## src/rtl/mips_fetch_pkg.sv

```systemverilog
// Shared widths, fetch FSM state type and small address helpers for the
// instruction fetch unit and its prefetch buffer.
package mips_fetch_pkg;

    localparam int ADDR_W = 8;
    localparam int INST_W = 32;
    localparam logic [ADDR_W-1:0] PC_STEP = 8'd4;

    typedef enum logic [1:0] {
        IDLE  = 2'd0,
        FETCH = 2'd1,
        FULL  = 2'd2
    } fetch_state_t;

    function automatic logic [ADDR_W-1:0] next_pc(input logic [ADDR_W-1:0] pc);
        return pc + PC_STEP;
    endfunction

    // Word alignment: low bits of a branch target are dropped, never rounded.
    function automatic logic [ADDR_W-1:0] align_addr(input logic [ADDR_W-1:0] addr);
        return addr & ~(PC_STEP - 8'd1);
    endfunction

endpackage

```

## src/rtl/fetch_fifo.sv

```systemverilog
// Prefetch buffer: strict FIFO of {instruction, pc} pairs with flush,
// simultaneous push/pop, and a zeroed head view when empty.
module fetch_fifo
    import mips_fetch_pkg::*;
#(
    parameter int DEPTH = 2
)
(
    input  logic              clk,
    input  logic              i_rst_n,
    input  logic              i_push,
    input  logic              i_pop,
    input  logic              i_flush,
    input  logic [INST_W-1:0] i_push_inst,
    input  logic [ADDR_W-1:0] i_push_pc,
    output logic [2:0]        o_count,
    output logic [INST_W-1:0] o_head_inst,
    output logic [ADDR_W-1:0] o_head_pc
);

    localparam int PTR_W = (DEPTH > 2) ? 2 : 1;
    localparam logic [PTR_W-1:0] LAST_PTR = PTR_W'(DEPTH - 1);
    localparam logic [2:0] FULL_CNT = 3'(DEPTH);

    logic [INST_W-1:0] r_inst [DEPTH];
    logic [ADDR_W-1:0] r_pc   [DEPTH];
    logic [PTR_W-1:0]  r_wr_ptr;
    logic [PTR_W-1:0]  r_rd_ptr;
    logic [2:0]        r_count;
    logic              w_do_push;
    logic              w_do_pop;

    // Pointers wrap at DEPTH, which need not be a power of two.
    function automatic logic [PTR_W-1:0] ptr_inc(input logic [PTR_W-1:0] p);
        return (p == LAST_PTR) ? {PTR_W{1'b0}} : p + PTR_W'(1);
    endfunction

    assign w_do_pop  = i_pop && (r_count != 3'd0);
    assign w_do_push = i_push && ((r_count != FULL_CNT) || w_do_pop);

    // Storage, pointers and occupancy; flush empties without touching storage.
    always_ff @(posedge clk or negedge i_rst_n) begin
        if (!i_rst_n) begin
            r_wr_ptr <= {PTR_W{1'b0}};
            r_rd_ptr <= {PTR_W{1'b0}};
            r_count  <= 3'd0;
            for (int i = 0; i < DEPTH; i++) begin
                r_inst[i] <= {INST_W{1'b0}};
                r_pc[i]   <= {ADDR_W{1'b0}};
            end
        end else if (i_flush) begin
            r_wr_ptr <= {PTR_W{1'b0}};
            r_rd_ptr <= {PTR_W{1'b0}};
            r_count  <= 3'd0;
        end else begin
            if (w_do_push) begin
                r_inst[r_wr_ptr] <= i_push_inst;
                r_pc[r_wr_ptr]   <= i_push_pc;
                r_wr_ptr         <= ptr_inc(r_wr_ptr);
            end
            if (w_do_pop) begin
                r_rd_ptr <= ptr_inc(r_rd_ptr);
            end
            case ({w_do_push, w_do_pop})
                2'b10:   r_count <= r_count + 3'd1;
                2'b01:   r_count <= r_count - 3'd1;
                default: r_count <= r_count;
            endcase
        end
    end

    // Head view is forced to zero while the buffer is empty.
    always_comb begin
        o_head_inst = {INST_W{1'b0}};
        o_head_pc   = {ADDR_W{1'b0}};
        if (r_count != 3'd0) begin
            o_head_inst = r_inst[r_rd_ptr];
            o_head_pc   = r_pc[r_rd_ptr];
        end else begin
            o_head_inst = {INST_W{1'b0}};
            o_head_pc   = {ADDR_W{1'b0}};
        end
    end

    assign o_count = r_count;

endmodule

```

## src/rtl/fetch_unit.sv

```systemverilog
// Instruction fetch unit: IDLE/FETCH/FULL sequencer feeding a prefetch FIFO.
// Define FETCH_PERF_EN to add the saturating perf_fetched counter port.
module fetch_unit
    import mips_fetch_pkg::*;
#(
    parameter int                DEPTH    = 2,
    parameter logic [ADDR_W-1:0] RESET_PC = 8'h00
)
(
    input  logic              clk,
    input  logic              reset,
    output logic              imem_req,
    output logic [ADDR_W-1:0] imem_addr,
    input  logic              imem_ack,
    input  logic [INST_W-1:0] imem_data,
    input  logic              redirect,
    input  logic [ADDR_W-1:0] redirect_addr,
    output logic              inst_valid,
    input  logic              inst_ready,
    output logic [INST_W-1:0] inst_out,
`ifdef FETCH_PERF_EN
    output logic [15:0]       perf_fetched,
`endif
    output logic [ADDR_W-1:0] pc_out
);

    localparam logic [2:0] LAST_FREE = 3'(DEPTH - 1);

    fetch_state_t      r_state;
    logic [ADDR_W-1:0] r_fpc;
    logic              r_req;
    logic [2:0]        w_count;
    logic              w_redirect;
    logic              w_push;
    logic              w_pop;

    // A redirect in IDLE is ignored; otherwise it wins over any ack.
    assign w_redirect = redirect && (r_state != IDLE);
    assign w_push     = (r_state == FETCH) && imem_ack && !w_redirect;
    assign w_pop      = inst_valid && inst_ready;

    // Fetch sequencer: state, fetch pc and the registered request.
    always_ff @(posedge clk or negedge reset) begin
        if (!reset) begin
            r_state <= IDLE;
            r_fpc   <= RESET_PC;
            r_req   <= 1'b0;
        end else begin
            case (r_state)
                IDLE: begin
                    r_state <= FETCH;
                    r_req   <= 1'b1;
                end
                FETCH: begin
                    if (w_redirect) begin
                        r_fpc   <= align_addr(redirect_addr);
                        r_state <= FETCH;
                        r_req   <= 1'b1;
                    end else if (w_push) begin
                        r_fpc <= next_pc(r_fpc);
                        if (!w_pop && (w_count == LAST_FREE)) begin
                            r_state <= FULL;
                            r_req   <= 1'b0;
                        end else begin
                            r_state <= FETCH;
                            r_req   <= 1'b1;
                        end
                    end else begin
                        r_state <= FETCH;
                        r_req   <= 1'b1;
                    end
                end
                FULL: begin
                    if (w_redirect) begin
                        r_fpc   <= align_addr(redirect_addr);
                        r_state <= FETCH;
                        r_req   <= 1'b1;
                    end else if (w_pop) begin
                        r_state <= FETCH;
                        r_req   <= 1'b1;
                    end else begin
                        r_state <= FULL;
                        r_req   <= 1'b0;
                    end
                end
                default: begin
                    r_state <= IDLE;
                    r_req   <= 1'b0;
                end
            endcase
        end
    end

    fetch_fifo #(
        .DEPTH(DEPTH)
    ) u_fifo (
        .clk        (clk),
        .i_rst_n    (reset),
        .i_push     (w_push),
        .i_pop      (w_pop),
        .i_flush    (w_redirect),
        .i_push_inst(imem_data),
        .i_push_pc  (r_fpc),
        .o_count    (w_count),
        .o_head_inst(inst_out),
        .o_head_pc  (pc_out)
    );

    assign imem_req   = r_req;
    assign imem_addr  = r_fpc;
    assign inst_valid = (w_count != 3'd0);

`ifdef FETCH_PERF_EN
    logic [15:0] r_perf;

    // Accepted-fetch counter: saturates, and is not cleared by redirect.
    always_ff @(posedge clk or negedge reset) begin
        if (!reset) begin
            r_perf <= 16'd0;
        end else if (w_push && (r_perf != 16'hFFFF)) begin
            r_perf <= r_perf + 16'd1;
        end else begin
            r_perf <= r_perf;
        end
    end

    assign perf_fetched = r_perf;
`endif

endmodule

```

## config.mk

```make
export PLATFORM = sky130hd
export DESIGN_NAME = fetch_unit
export DESIGN_NICKNAME = d
export VERILOG_FILES = /design/src/rtl/mips_fetch_pkg.sv /design/src/rtl/fetch_fifo.sv /design/src/rtl/fetch_unit.sv
export SDC_FILE = /design/constraint.sdc
export NUM_CORES = 1
export LEC_CHECK = 0
export CAP_MARGIN = 20
export CORE_MARGIN = 1
export CORE_UTILIZATION = 49
export CTS_BUF_LIST = sky130_fd_sc_hd__clkbuf_4 sky130_fd_sc_hd__clkbuf_8
export DETAILED_ROUTE_END_ITERATION = 6
export PLACE_DENSITY = 0.8
export RECOVER_POWER = 25
export SYNTH_ARGS = -nofsm -noshare
export SYNTH_HDL_FRONTEND = slang
export SYNTH_SLANG_ARGS = --single-unit
```

## constraint.sdc

```tcl
create_clock -name clk -period 3.61 [get_ports clk]
set_input_delay 0.361 -clock clk [delete_from_list [all_inputs] [get_ports clk]]
set_output_delay 0.361 -clock clk [all_outputs]
set_load 0.02 [all_outputs]
```

==> results.txt <==
Status -> finished, violations left
Failing checks -> capacitance limit, slew limit
Initial antenna violation count -> 0
Worst Max-Slew Pin Slew -> 1.73 ns
Iter 0 DRT Violations -> 44
Top_reg_cell synth -> dfrtp_1
Number of synthesized flops with an enable pin -> 0
Worst slew margin -> -0.151
GP Congestion -> 0.807
Adder-cell area share of the yosys netlist -> 0.0310
Flops & latches, synth -> 90
Die Ht -> 97.2 microns
Final antenna-violating net count -> 0
Mapped Cells -> 354
Pwr/cell area -> 969 nW/um^2
Mean post-synth cell area -> 12.6 sq um
Final Worst Setup Slack -> 0.664 ns
CP endpoint kind -> primary output
Class of the worst hold path -> input pin to async pin
Setup violators final -> 0
CTS H-tree lvls -> 3
# DRC -> 0
CP Launch Point -> u_fifo.o_count[1]$_DFFE_PN0P_
Post-synth ARST share -> 1.00
N_diodes -> 0
Share of layout cells above drive strength 1 -> 0.242
CTS tree -> yes
I/O Buffers -> 88
Initial DRT Pass Iterations -> 4
Max-cap violation count -> 1
Post-Synth Simple-Gate Area -> 0.0791
WL final -> 8.79 mm
CTS Hold Bufs -> 0
Synth area leaders -> dfrtp_1, mux2_2, mux2i_1
Resized Gates After CTS -> 0
P&R area growth vs syn -> 27.4%
Critical path type -> register to primary output
Yosys top cell area share -> 0.507
GRT Total Usage -> 0.195
Sequential element share of the synthesized area -> 0.507
Fin Setup TNS -> 0 ns
Clock buffer depth -> 2
Final net count -> 495
CP required -> 3.25 ns
First-pass GRT wire length -> 14.9 mm
Tmin final -> 2.95 ns
Synth cell types -> 40
Via count -> 2,937
Lkg Pwr -> 2.48 nW
Area share of xor/xnor cells in the synthesized design -> 0.00789
TritonCTS Sinks -> 90
R2R Path Start -> u_fifo.o_count[1]$_DFFE_PN0P_
Starting density of the core -> 0.507
Crit path max fanout -> 23
Leading area contributor after synthesis -> dfrtp_1
Clock Root Buffer -> clkbuf_8
Setup crit start kind -> register
Die width -> 97.2 microns
Setup slack at placement -> 1.03 ns
Layout Skew -> 0.0128 ns
Hold WS -> 0.452 ns
Top post-synthesis cells by count -> dfrtp_1, mux2_2, nor2_1, mux2i_1, mux2_4
Hpwl dp -> 5.99 mm
Die area -> 9450 sq um
CTS Buf Count -> 9
Largest family of logic cells by synthesized area -> multiplexers
Worst-Skew Late Latency -> 0.35 ns
Peak Freq -> 339 MHz
GRT overflow -> 0
Multiplexer area fraction after synthesis -> 0.299
CTS clk-pin slew, worst paths -> 0.09 ns
Post-synthesis cell area -> 4440 sq um
Slew Viols, Final -> 73
WP data arrival -> 2.58 ns
Setup Buffers After CTS -> 0
Tcrit/Tclk final -> 0.816
Core area -> 8760 sq um
Yosys Warn Count -> 0
# rows -> 34
Max IR drop VDD -> 502 uV
Vias in the first global route -> 3,124
Count leader, synth -> dfrtp_1
Vias/cell -> 5.33
I/O pin count -> 95
Complex-gate fraction of the synthesized area -> 0.0360
Final hold viol count -> 0
RSZ-0062 raised after global routing -> false
Largest net degree at the start of global routing -> 73
WL/cell -> 15.9 microns
## layout by cell type (no fill, tap or decap), types with 2 or more instances in the layout
cell type / n
dfrtp_1: 89
clkdlybuf4s50_1: 87
mux2_2: 56
nor2_1: 44
mux2i_1: 41
mux2_4: 19
ha_1: 11
clkbuf_8: 10
inv_1: 9
o21ai_0: 9
nand2b_1: 5
a21oi_1: 5
buf_4: 5
nor2b_1: 4
nand3_1: 4
conb_1: 4
nand2_1: 3
bufinv_16: 3
a31oi_1: 2
nor3_1: 2
or3_1: 2
xnor2_1: 2
xor2_1: 2
a211oi_1: 2
buf_12: 2
## where the power goes
part	internal, mW	switching (mW)
Combinational	1.48	1.33
Sequential	1.51	0.342
Clock	0.486	0.341
Total	3.47	2.02
## cell type report
cell class / count / area, sq um
clock buffer: 11 / 145
clock inverter: 4 / 98.8
fill: 683 / 3100
inverter: 9 / 33.8
multi-input combinational: 234 / 2040
sequential: 90 / 2250
tap: 108 / 135
timing repair buffer: 95 / 953
## sequential cells by signal, indices dropped and copies added, names as in the netlist
| name | count |
|---|---|
| r_state | 2 |
| u_fifo.r_inst | 64 |
| u_fifo.r_rd_ptr | 1 |
| imem_req | 1 |
| u_fifo.r_pc | 12 |
| u_fifo.o_count | 3 |
| u_fifo.r_wr_ptr | 1 |
| imem_addr | 6 |
## through the flow
step / power [mW] / instances / cell area, sq um / utilization
final: 5.49 / 551 / 5660 / 0.646
after global routing: 5.84 / 551 / 5660 / 0.646
after detailed placement: 4.70 / 536 / 5420 / 0.618
after floorplan: 3.62 / 357 / 4450 / -
after global placement: 4.59 / 536 / 5420 / 0.618
after CTS: 5.54 / 551 / 5660 / 0.646
## worst paths after layout
kind                                                  to  slack, ns  cells after the start
max                                          inst_out[3]       0.66                      6
min                         u_fifo.r_inst[8]$_DFFE_PN0P_       0.45                      1
max reg2reg                u_fifo.o_count[2]$_DFFE_PN0P_       1.18                      7
min reg2reg                 u_fifo.r_inst[2]$_DFFE_PN0P_       0.51                      1
max in group asynchronous    u_fifo.r_rd_ptr$_DFFE_PN0P_       2.00                      1
min in group clk            u_fifo.r_inst[2]$_DFFE_PN0P_       0.51                      1
## cell families (layout without fill, tap and decap cells)
kind of cell | after synthesis | in the layout
flip-flops | 90 | 90
AO/OA/AOI/OAI | 24 | 24
adder cells (fa/ha/maj) | 11 | 11
other | 1 | 4
XOR/XNOR | 4 | 4
multiplexers | 116 | 116
buffers and inverters | 33 | 119
AND/OR/NAND/NOR | 75 | 75
## metal layers
metal	global-route usage	wire length [microns]	vias to the layer above
li1	-	-	1390
met1	0.252	3910	1470
met2	0.329	4390	70
met3	0.0540	407	7
met4	0.0430	80	0
met5	0	0	-
## worst max-delay path, cell delays in order, from the launching register on
cell and delay, ns:
dfrtp_1 0.41, inv_1 0.15, ha_1 0.21, nor2b_4 0.44
buf_4 0.36, nor2_1 0.10, clkdlybuf4s50_1 0.56
Note: power is estimated with default switching activity, not from simulation.
